--- src/rtl/dec_scan_pkg.sv ---
// rtl/dec_scan_pkg.sv - shared types for the decoder/scanner block
package dec_scan_pkg;

  typedef enum logic [1:0] {
    IDLE = 2'd0,
    HOLD = 2'd1,
    SCAN = 2'd2
  } state_t;

endpackage

--- src/rtl/dec_n.sv ---
// rtl/dec_n.sv - combinational N-to-2**N one-hot decoder with enable
module dec_n #(
  parameter int N = 3
) (
  input  logic [N-1:0]    sel,
  input  logic            en,
  output logic [2**N-1:0] y
);

  always_comb begin
    y = '0;
    if (en) y[sel] = 1'b1;
  end

endmodule

--- src/rtl/dec_scan.sv ---
// rtl/dec_scan.sv - latched decoder with a walking-one scan mode
module dec_scan
  import dec_scan_pkg::*;
#(
  parameter int N       = 3,
  parameter int DWELL_W = 4
) (
  input  logic               clk,
  input  logic               rst_n,
  input  logic [N-1:0]       a,
  input  logic               load,
  input  logic               scan_start,
  input  logic [DWELL_W-1:0] dwell,
  input  logic               clr,
  input  logic               en,
  output logic [2**N-1:0]    y,
  output logic               busy,
  output logic               done
);

  localparam logic [N-1:0] IDX_MAX = {N{1'b1}};

  state_t             state, state_n;
  logic [N-1:0]       idx, idx_n;
  logic [DWELL_W-1:0] cnt, cnt_n;
  logic               done_n;
  logic [2**N-1:0]    y_reg;

  always_ff @(posedge clk or negedge rst_n) begin
    if (!rst_n) begin
      state <= IDLE;
      idx   <= '0;
      cnt   <= '0;
      done  <= 1'b0;
    end else begin
      state <= state_n;
      idx   <= idx_n;
      cnt   <= cnt_n;
      done  <= done_n;
    end
  end

  // clr outranks everything; load and scan_start are deaf while scanning
  always_comb begin
    state_n = state;
    idx_n   = idx;
    cnt_n   = cnt;
    done_n  = 1'b0;
    if (clr) begin
      state_n = IDLE;
    end else begin
      unique case (state)
        IDLE, HOLD: begin
          if (scan_start) begin
            state_n = SCAN;
            idx_n   = a;
            cnt_n   = dwell;
          end else if (load) begin
            state_n = HOLD;
            idx_n   = a;
          end
        end
        SCAN: begin
          if (cnt != '0) begin
            cnt_n = cnt - 1'b1;
          end else if (idx != IDX_MAX) begin
            idx_n = idx + 1'b1;
            cnt_n = dwell;
          end else begin
            state_n = IDLE;
            done_n  = 1'b1;
          end
        end
        default: state_n = IDLE;
      endcase
    end
  end

  dec_n #(.N(N)) u_dec (
    .sel (idx),
    .en  (state != IDLE),
    .y   (y_reg)
  );

  assign y    = en ? y_reg : '0;
  assign busy = (state == SCAN);

  a_onehot0 : assert property (@(posedge clk) disable iff (!rst_n) $onehot0(y_reg));
  a_done_1c : assert property (@(posedge clk) disable iff (!rst_n) done |=> !done);

endmodule

--- config.mk ---
export PLATFORM = sky130hd
export DESIGN_NAME = dec_scan
export DESIGN_NICKNAME = d
export VERILOG_FILES = /design/src/rtl/dec_scan_pkg.sv /design/src/rtl/dec_n.sv /design/src/rtl/dec_scan.sv
export SDC_FILE = /design/constraint.sdc
export NUM_CORES = 1
export LEC_CHECK = 0
export BUFFER_PORTS_ARGS = -buffer_cell sky130_fd_sc_hd__buf_2
export CAP_MARGIN = 20
export CORE_MARGIN = 2
export CORE_UTILIZATION = 36
export DETAILED_ROUTE_END_ITERATION = 12
export PLACE_DENSITY_LB_ADDON = 0.1
export SYNTH_ARGS = -nofsm -noshare
export SYNTH_HDL_FRONTEND = slang
export SYNTH_SLANG_ARGS = --single-unit
--- constraint.sdc ---
create_clock -name clk -period 2.2 [get_ports clk]
set_input_delay 0.55 -clock clk [delete_from_list [all_inputs] [get_ports clk]]
set_output_delay 0.55 -clock clk [all_outputs]
set_load 0.05 [all_outputs]
After elaboration in Yosys (flattened, before gate mapping)
Cells that the tools add are included.
{"block": "op_classes", "muxes": 23, "n_reduce_logical": 9, "eq_ne": 11, "bitwise_logic": 1, "order_cmp": 2, "n_addsub": 2}
{"cell": "8-bit two-way mux", "n": 2}
{"cell": "3-bit two-way mux", "n": 4}
{"cell": "4-bit two-way mux", "n": 3}
{"cell": "3-bit inequality test, second input constant", "n": 4}
{"cell": "2-bit two-way mux", "n": 5}
{"cell": "4-bit one-hot mux with 2 select lines", "n": 1}
{"cell": "3-bit one-hot mux with 2 select lines", "n": 1}
{"cell": "1-bit two-way mux", "n": 5}
{"cell": "5-bit AND reduction", "n": 1}
{"cell": "3-bit by 4-bit < comparator with 1-bit output, second input constant", "n": 1}
{"cell": "2-bit inequality test, second input constant", "n": 2}
{"cell": "4-bit inequality test, second input constant", "n": 1}
{"cell": "2-bit one-hot mux with 2 select lines", "n": 1}
{"cell": "4-bit AND reduction", "n": 1}
{"cell": "2-bit nonzero test", "n": 2}
{"cell": "4-bit nonzero test", "n": 1}
{"cell": "4-bit by 1-bit subtractor with 4-bit output, second input constant", "n": 1}
{"cell": "3-bit by 1-bit adder with 3-bit output, second input constant", "n": 1}
{"cell": "1-bit demux with 3-bit select", "n": 1}
{"cell": "3-bit by 1-bit greater-or-equal comparator with 1-bit output, second input constant", "n": 1}
{"cell": "3-bit by 1-bit inequality test with 1-bit output, second input constant", "n": 1}
{"cell": "3-bit AND reduction", "n": 1}
{"cell": "2-bit by 1-bit equality test with 1-bit output, second input constant", "n": 1}
{"cell": "2-bit equality test, second input constant", "n": 1}
{"cell": "5 further kinds", "n": 5}
{"block": "totals", "input_bits": 13, "out_inout_bits": 10, "ff_bits": 10}

Depth between registers and ports, before layout
Gate-level depths: netlist of run 1.
{"block": "depth", "depth_word": 6, "ltp_mapped": 6}

Cells and area by module
A second synthesis of run 1 with hierarchy kept.
{"block": "unflattened", "hier_cells": 76, "hier_area_um2": 755.7}
{"module": "dec_scan", "cells_each": 68, "area_each_um2": 659.4, "seq_area_each_um2": 250.2, "n_inst": 1}
{"module": "dec_n", "cells_each": 8, "area_each_um2": 96.3, "seq_area_each_um2": 0.0, "n_inst": 1}

Worst setup path after synthesis of run 1
No wires, ideal clock.
{"block": "synth_path", "path_type": "input to output", "start": "in en", "end": "out y[0]", "t_arrival_ns": 1.957, "n_path_buf": 0, "path_stages": 3, "slack_ns": -0.307, "path_cell_list": "o21ai_0 > or2_2 > nor3_1"}
{"block": "synth_between", "elab_chain_cells": 1}
{"element": "start, declared", "line": "dec_scan.sv:15", "rtl": "input logic en,"}
{"element": "8-bit two-way mux", "line": "dec_scan.sv:85", "rtl": "assign y = en ? y_reg : '0;"}
{"element": "end, declared", "line": "dec_scan.sv:16", "rtl": "output logic [2**N-1:0] y,"}
Every way passes these cells.

Worst setup path after layout of run 1
{"block": "layout_path", "start": "reg state[1]", "end": "out y[0]"}
{"block": "layout_between", "elab_chain_cells": 3}
{"element": "start, declared", "line": "dec_scan.sv:23", "rtl": "state_t state, state_n;"}
{"element": "start signal, assigned", "line": "dec_scan.sv:36", "rtl": "state <= state_n;"}
{"element": "2-bit nonzero test", "line": "dec_scan.sv:81", "rtl": ".en (state != IDLE),"}
{"element": "8-bit two-way mux", "line": "dec_n.sv:12", "rtl": "if (en) y[sel] = 1'b1;"}
{"element": "8-bit two-way mux", "line": "dec_scan.sv:85"}
Every way passes these cells.

==> results.json, run 1 <==
{
  "outcome": "complete, no violations",
  "async_flop_share_pct": 100,
  "synth_nets": 95,
  "routabilityCongestion": 0.743,
  "synth-xor-area-share_pct": 0,
  "syn_inst": 78,
  "cts_root_buf": "clkbuf_4",
  "critPathArrivalTime_ns": 1.53,
  "hold_path_class": "input port to asynchronous set/reset pin",
  "fp.dieH_um": 48.2,
  "synth_edf_count": 0,
  "drt-total-wl_um": 1520,
  "power_density_nw_per_um2": 873,
  "p_leak_uw": 0.000425,
  "die_area_um2": 2320,
  "core_area_um2": 1780,
  "skew_ns": 0.00143,
  "yosys.area_share.adder_pct": 7.13,
  "firstDrtPassIters": 4,
  "grt_use_total_pct": 15.0,
  "grt_pass1_wl_um": 2390,
  "numClockSinks": 10,
  "drt_iter0_drc": 7,
  "postRouteAntennaNets": 0,
  "synthTopCellsByCount": "nor2_1, dfrtp_1, nand2_1",
  "fin_tns_setup_ns": 0,
  "ys.flop_type": "dfrtp_1",
  "die_x_um": 48.2,
  "htreeDepth": 1,
  "setup_violations": 0,
  "slew-limit-headroom_pct": 71.7,
  "hpwlAfterDp_um": 1170,
  "worstSetupEndpointType": "output pin",
  "cts_hold_buf": 0,
  "num_rows": 15,
  "clk_transition_reported_paths_ns": 0.07,
  "drv_cap": 0,
  "cts_made_buffers": 3,
  "antenna_found_initial": 0,
  "grt_max_degree": 15,
  "area_growth_syn_to_layout_pct": 26.0,
  "slew_violations": 0,
  "ys_seq_area_share_pct": 35.7,
  "final_cells": 128,
  "grt-ovfl-total": 0,
  "first_global_vias": 542,
  "synth_cell_types": 31,
  "synth_top_area_share_pct": 35.7,
  "ir_worst_vdd_mv": 0.425,
  "cts_tree": "yes",
  "yosysMostFrequentCell": "nor2_1",
  "rsz0062_at_grt": "no",
  "wire_per_inst_um": 11.8,
  "syn_area_per_cell_um2": 9.00,
  "crit_fanout": 7,
  "viasPerCell": 5.09,
  "synth_top_family_by_area": "simple AND/OR/NAND/NOR gates",
  "port_buffers": 22,
  "worst_pin_slew_ns": 0.425,
  "fin_crit_ns": 2.08,
  "cts_setup_buffers": 0,
  "fmax_mhz": 482,
  "finalHoldViolations": 0,
  "drcViolationCount": 0,
  "drive_gt1_share_pct": 35.0,
  "synthMuxAreaShare_pct": 1.43,
  "start_util_pct": 39.4,
  "place_inst": 124,
  "ys_warn_count": 0,
  "ios": 23,
  "cp-start-kind": "flop",
  "synth_top_area_cell": "dfrtp_1",
  "crit_required_ns": 1.65,
  "yosys.area_share.simple_pct": 28.0,
  "fin_crit_sh_pct": 94.4,
  "syn_area_um2": 702,
  "cts_resized": 0,
  "clk_latency_ns": 0.26,
  "crit_type": "flop to output pin",
  "finalNetCount": 121,
  "synth_area_leaders": "dfrtp_1, ha_1, nor2_1",
  "synth-seq-cells": 10,
  "synth_compound_area_share_pct": 23.9,
  "fin_util_pct": 49.6,
  "vias": 651,
  "n_antenna_cell": 0,
  "clock_path_buffers": 2
}
per-stage QoR:
| step | hold WS [ns] | total power (uW) | worst slack [ns] | area, um^2 |
|---|---|---|---|---|
| finish | 0.132 | 773 | 0.124 | 885 |
| global route | 0.141 | 842 | 0.00233 | 885 |
| CTS | 0.134 | 781 | 0.0852 | 885 |
| detailed placement | 0.426 | 611 | 0.246 | 848 |
| global placement | 0.425 | 605 | 0.269 | 848 |
| floorplan | 0.254 | 534 | 0.0692 | 712 |
kinds of logic after synthesis:
kind of cell | count (synthesis)
buf+inv | 7
simple gates | 34
fa+ha+maj | 4
flops | 10
compound gates | 22
mux | 1
power breakdown:
part           switching, uW  total, uW  internal (uW)
registers               75.6        306            231
clock network           65.1        166            101
logic                    175        301            126
area by class of cell:
type                    count  area [um^2]
clock buffers               4         36.3
fillers                   181          898
repair buffers             22          110
flip-flops and latches     10          250
inverters                   6         22.5
multi-input cells          61          434
well taps                  25         31.3
routing by layer:
| layer | share of wire [%] | global-route usage [%] |
|---|---|---|
| met5 | 0 | 0 |
| met1 | 48 | 18.9 |
| met4 | 0.79 | 8.11 |
| met3 | 3.6 | 2.22 |
| met2 | 48 | 24.5 |
flip-flops by register name (all words and copies together) (netlist names):
signal  count
cnt         4
done        1
state       2
idx         3
worst paths after layout:
check / start / end / slack, ns / cells after the start
setup / recovery: state[1] / y[0] / 0.12 / 4
min in group clk: scan_start / state[0] / 0.47 / 2
max in group asynchronous: rst_n / idx[2] / 1.87 / 1
hold reg to reg: idx[0] / idx[0] / 0.54 / 1
hold / removal: rst_n / cnt[1] / 0.13 / 1
setup reg to reg: cnt[0] / idx[0] / 0.38 / 6
cell usage in the layout, fill, tap and decap left out, types with 2 or more instances in the layout:
cell	count
a21oi_1	3
ha_1	4
inv_1	5
clkbuf_4	3
nand2b_1	4
nor3_1	2
nor2_1	11
dfrtp_1	10
nand2_1	6
o21ai_0	5
nor4_1	2
nor3_2	2
buf_2	22
a31oi_1	4
worst max-delay path: stages, from the launching register on:
cell and delay, ns:
dfrtp_1 0.47, o21ai_0 0.09, or2_2 0.32, nor3_2 0.11, buf_2 0.28
Power figures use the tool's default switching activity.
==> run 2, diff against run 1 <==
- BUFFER_PORTS_ARGS: -buffer_cell sky130_fd_sc_hd__buf_2 -> unset
- DONT_BUFFER_PORTS: unset -> 1
==> run 2 against run 1 <==
Against the previous run:
- sequential share of layout area up 1.3 points
- final area down 4.5%
- routed wire length unchanged
- sequential cell count unchanged
==> results.json, run 2 (synthesis gave the netlist of run 1 again) <==
{
  "fmax_mhz": 486,
  "clk_latency_ns": 0.26,
  "p_leak_uw": 0.000371,
  "grt-ovfl-total": 0,
  "drive_gt1_share_pct": 24.4,
  "cts_tree": "yes",
  "crit_cells": 4,
  "critPathArrivalTime_ns": 1.51,
  "seq_power_share_pct": 40.1,
  "layout_commonest_cell": "nor2_1",
  "critPathSlowestCell": "dfrtp_1",
  "die_area_um2": 2320,
  "slew_violations": 0,
  "firstDrtPassIters": 4,
  "cts_made_buffers": 3,
  "grt_use_total_pct": 15.4,
  "path_cells": "o21ai_0, or2_2, nor3_2, buf_4",
  "viasPerCell": 5.29,
  "layout_common_cells": "nor2_1, dfrtp_1, buf_4",
  "drt_iter0_drc": 14,
  "fin_tns_setup_ns": 0,
  "top_register": "cnt",
  "cts_resized": 0,
  "ios": 23,
  "p_sw_uw": 309,
  "num_rows": 15,
  "p_int_uw": 453,
  "worst_slack_ns": 0.141,
  "drt-total-wl_um": 1520,
  "postRouteAntennaNets": 0,
  "routabilityCongestion": 0.724,
  "worstReg2RegStart": "idx[1]",
  "n_antenna_cell": 0,
  "clock_path_buffers": 2,
  "crit_type": "flop to output pin",
  "combPwrFrac_pct": 38.0,
  "crit_fanout": 7,
  "slew-limit-headroom_pct": 69.5,
  "finalHoldViolations": 0,
  "crit_required_ns": 1.65,
  "switching_share_pct": 40.6,
  "cts_setup_buffers": 0,
  "power_density_nw_per_um2": 903,
  "skew_ns": 0.00186,
  "critPathTopFamily": "flip-flops",
  "largestRegisters": "cnt (4), idx (3), state (2)",
  "reg2reg_to": "idx[0]",
  "fin_crit_sh_pct": 93.6,
  "antenna_found_initial": 0,
  "wire_per_inst_um": 13.2,
  "grtUsageMet2_pct": 25.3,
  "drv_cap": 0,
  "drcViolationCount": 0,
  "use_met1_pct": 18.9,
  "fp.dieH_um": 48.2,
  "rsz0062_at_grt": "no",
  "met3_usage_pct": 4.44,
  "slowest_delay_ns": 0.48,
  "worst_pin_slew_ns": 0.456,
  "clk_transition_reported_paths_ns": 0.07,
  "grt_pass1_wl_um": 2420,
  "area_growth_syn_to_layout_pct": 20.3,
  "endpoint": "y[0]",
  "r2r_cells": 6,
  "hold_depth": 1,
  "vias": 608,
  "cts_root_buf": "clkbuf_4",
  "rrSetupSlack_ns": 0.39,
  "numClockSinks": 10,
  "setup_violations": 0,
  "core_area_um2": 1780,
  "fin_crit_ns": 2.06,
  "die_x_um": 48.2,
  "grt_max_degree": 15,
  "post-place-ws_ns": 0.376,
  "cp.buffers_inverters": 1,
  "cp-startpoint": "state[1]",
  "ir_worst_vdd_mv": 0.494,
  "top_usage_layer": "met2",
  "htreeDepth": 1,
  "finalNetCount": 108,
  "largest_reg_flops": 4,
  "port_buffers": 0,
  "hpwlAfterDp_um": 1160,
  "hold_path_class": "input port to flop",
  "cp-start-kind": "flop",
  "worstSetupEndpointType": "output pin",
  "start_util_pct": 39.4,
  "clkPwrFrac_pct": 21.9,
  "first_global_vias": 560,
  "outcome": "complete, no violations"
}
## run 2: cell types whose count changed in the layout (fill, tap and decap cells not counted), sizes merged
cell,before,now
dlygate4sd3,0,1
buf,22,8
## run 2: area by class of cell
cell class / instances / area, um^2
flip-flops and latches: 10 / 250
well taps: 25 / 31.3
fillers: 182 / 938
multi-input cells: 61 / 434
repair buffers: 9 / 70.1
inverters: 6 / 22.5
clock buffers: 4 / 36.3
## run 2: how the worst min path moves through the flow
| stage | from | endpoint |
|---|---|---|
| 3_5_place_dp | rst_n | cnt[1] |
| 6_report | scan_start | state[0] |
| 3_3_place_gp | rst_n | cnt[1] |
| 4_1_cts | scan_start | state[0] |
| 5_1_grt | scan_start | state[0] |
| 2_1_floorplan | rst_n | cnt[0] |
## run 2: timing repair
item,4_1_cts,5_1_grt
hold buffers,1,0
hold endpoints to repair,10,0
setup endpoints to repair,0,0
## run 2: power by group through the flow
stage / Combinational, uW / Clock [uW] / Sequential, uW
final: 289 / 167 / 306
after global routing: 333 / 186 / 317
after CTS: 292 / 172 / 307
after detailed placement: 286 / 0 / 310
after global placement: 284 / 0 / 309
after floorplan: 242 / 0 / 292
## run 2: routing by layer
metal | up-vias | wire, um
li1 | 307 | -
met1 | 281 | 673
met5 | - | 0
met2 | 18 | 727
met4 | 0 | 19
met3 | 2 | 95
## run 2: per-stage QoR
step	total power [uW]	cell area [um^2]	instances	hold slack, ns	util, %
after detailed placement	596	798	110	0.255	44.8
after global placement	592	798	110	0.255	44.8
after CTS	771	845	115	0.339	47.4
after floorplan	534	712	78	0.254	-
final	762	845	115	0.348	47.4
after global routing	837	845	115	0.324	47.4
==> run 3, diff against run 2 <==
- ABC_AREA: unset -> 1
==> run 3 against run 2 <==
Against the previous run:
- sequential cell count is the same
- worst hold slack gained 0.0084 ns
- critical endpoint is now y[4]
- sequential power grew 16%
- fmax grew 7.7%
- synthesized cell count grew 40%
- clock skew grew 0.0043 ns
- global-route usage shrank 0.53 points
- setup slack gained 0.15 ns
- clock power shrank 30%
- register-to-register slack gained 0.26 ns
==> results.json, run 3 <==
{
  "synth_top_area_share_pct": 33.7,
  "syn_area_per_cell_um2": 6.81,
  "clk_latency_ns": 0.25,
  "finalHoldViolations": 0,
  "postRouteAntennaNets": 0,
  "die_x_um": 49.4,
  "viasPerCell": 4.60,
  "slew-limit-headroom_pct": 69.4,
  "hold_depth": 1,
  "antenna_found_initial": 0,
  "n_fill_cell": 219,
  "cts_made_buffers": 3,
  "fin_util_pct": 44.3,
  "ys_warn_count": 0,
  "firstDrtPassIters": 4,
  "port_buffers": 0,
  "htreeDepth": 1,
  "vias": 681,
  "area_growth_syn_to_layout_pct": 17.0,
  "grt_use_total_pct": 14.9,
  "seq_power_share_pct": 30.6,
  "crit_fanout": 4,
  "hpwlAfterDp_um": 1340,
  "crit_type": "flop to output pin",
  "clk_transition_reported_paths_ns": 0.06,
  "drive_gt1_share_pct": 17.4,
  "routabilityCongestion": 0.714,
  "rsz0062_at_grt": "no",
  "cts_resized": 0,
  "layout_commonest_cell": "nand2_1",
  "wire_per_inst_um": 10.8,
  "start_util_pct": 37.8,
  "hold_path_class": "input port to flop",
  "switching_share_pct": 52.9,
  "synth_top_area_cell": "dfrtp_1",
  "synth_area_leaders": "dfrtp_1, nand2_1, nor2_1",
  "drv_cap": 0,
  "drcViolationCount": 0,
  "place_inst": 144,
  "fin_crit_sh_pct": 86.9,
  "p_int_uw": 548,
  "crit_required_ns": 1.65,
  "num_rows": 16,
  "final_cells": 148,
  "fmax_mhz": 523,
  "grt_max_degree": 11,
  "synthTopCellsByCount": "nand2_1, nor2_1, dfrtp_1, inv_1, nand3_1",
  "worst_pin_slew_ns": 0.458,
  "first_global_vias": 634,
  "hold_ws_ns": 0.357,
  "yosysMostFrequentCell": "nand2_1",
  "top_register": "cnt",
  "clkPwrFrac_pct": 10.0,
  "n_antenna_cell": 0,
  "fin_tns_setup_ns": 0,
  "syn_inst": 109,
  "async_flop_share_pct": 100,
  "cp-start-kind": "flop",
  "worstSetupEndpointType": "output pin",
  "drt_iter0_drc": 6,
  "outcome": "complete, no violations",
  "layout_common_cells": "nand2_1, nor2_1, inv_1, dfrtp_1, buf_4",
  "fin_crit_ns": 1.91,
  "synth_nets": 126,
  "slew_violations": 0,
  "cts_root_buf": "clkbuf_4",
  "die_area_um2": 2440,
  "largestRegisters": "cnt (4), idx (3), state (2)",
  "ir_worst_vdd_mv": 0.577,
  "design_area_um2": 868,
  "p_sw_uw": 617,
  "cts_tree": "yes",
  "placed_area_um2": 836,
  "critPathArrivalTime_ns": 1.36,
  "fp.dieH_um": 49.4,
  "cts_setup_buffers": 0,
  "core_area_um2": 1960,
  "power_density_nw_per_um2": 1340,
  "combPwrFrac_pct": 59.4,
  "finalNetCount": 140,
  "ys_seq_area_share_pct": 33.7,
  "numClockSinks": 10,
  "synth_edf_count": 0,
  "ios": 23,
  "r2r_cells": 8,
  "drt-total-wl_um": 1600,
  "syn_area_um2": 742,
  "clock_path_buffers": 2,
  "p_leak_uw": 0.000467,
  "grt_pass1_wl_um": 2770,
  "cts_hold_buf": 1,
  "grt-ovfl-total": 0,
  "skew_ns": 0.00616,
  "synth-seq-cells": 10,
  "ys.flop_type": "dfrtp_1",
  "largest_reg_flops": 4,
  "setup_violations": 0,
  "synth_cell_types": 19
}
-- run 3: cell count changes in the layout (fill, tap and decap cells not counted), sizes merged, moves of 3 or more --
cell and change:
nand2 +37, nand3 +9, inv +7, nand2b -5
nor2 +5, a31oi -4, nor3 -3
-- run 3: metrics by stage --
step / worst slack, ns / power [uW]
after floorplan: 0.273 / 907
after global placement: 0.581 / 1050
after detailed placement: 0.547 / 1060
after CTS: 0.260 / 1190
after global routing: 0.168 / 1320
final: 0.288 / 1160
-- run 3: worst max-delay path, cell delays in order, from the launching register on --
cell,delay (ns)
dfrtp_1,0.49
inv_2,0.07
nand2_1,0.08
nand3b_1,0.13
nor2_1,0.13
buf_4,0.21
-- run 3: kinds of logic (layout without fill, tap and decap cells) --
kind of cell | Yosys count | after routing | share of synthesized area, %
AOI/OAI and AO/OA | 9 | 9 | 6.07
adders and majority gates | 4 | 4 | 6.75
buffers and inverters | 13 | 25 | 7.25
DFF | 10 | 10 | 33.7
and+or+nand+nor | 73 | 73 | 46.2
-- run 3: layer usage --
metal / up-vias / global-route usage (%) / wire length, um
li1: 370 / - / -
met1: 290 / 20.7 / 761
met2: 19 / 22.7 / 726
met3: 2 / 3.07 / 93
met4: 0 / 5.56 / 14
met5: - / 0 / 0
-- run 3: power groups by stage --
stage / Clock (uW) / Combinational [uW] / Sequential, uW
floorplan: 0 / 572 / 335
global placement: 0 / 689 / 357
detailed placement: 0 / 701 / 361
CTS: 124 / 708 / 358
global route: 135 / 814 / 371
finish: 117 / 692 / 356
-- run 3: final timing paths --
kind / slack (ns) / to / from
max in group asynchronous: 1.20 / idx[1] / rst_n
setup / recovery: 0.29 / y[4] / state[0]
setup reg to reg: 0.65 / idx[1] / idx[0]
hold / removal: 0.36 / done / clr
min in group asynchronous: 0.68 / cnt[3] / rst_n
hold reg to reg: 0.51 / cnt[0] / cnt[0]
-- run 3: cell type report --
class / count / area, um^2 / share of cell area (%)
Clock buffer: 3 / 22.5 / 2.59
Inverter: 13 / 53.8 / 6.20
Multi-Input combinational cell: 86 / 438 / 50.4
Sequential cell: 10 / 250 / 28.8
Tap cell: 27 / 33.8 / 3.89
Timing Repair Buffer: 9 / 70.1 / 8.07
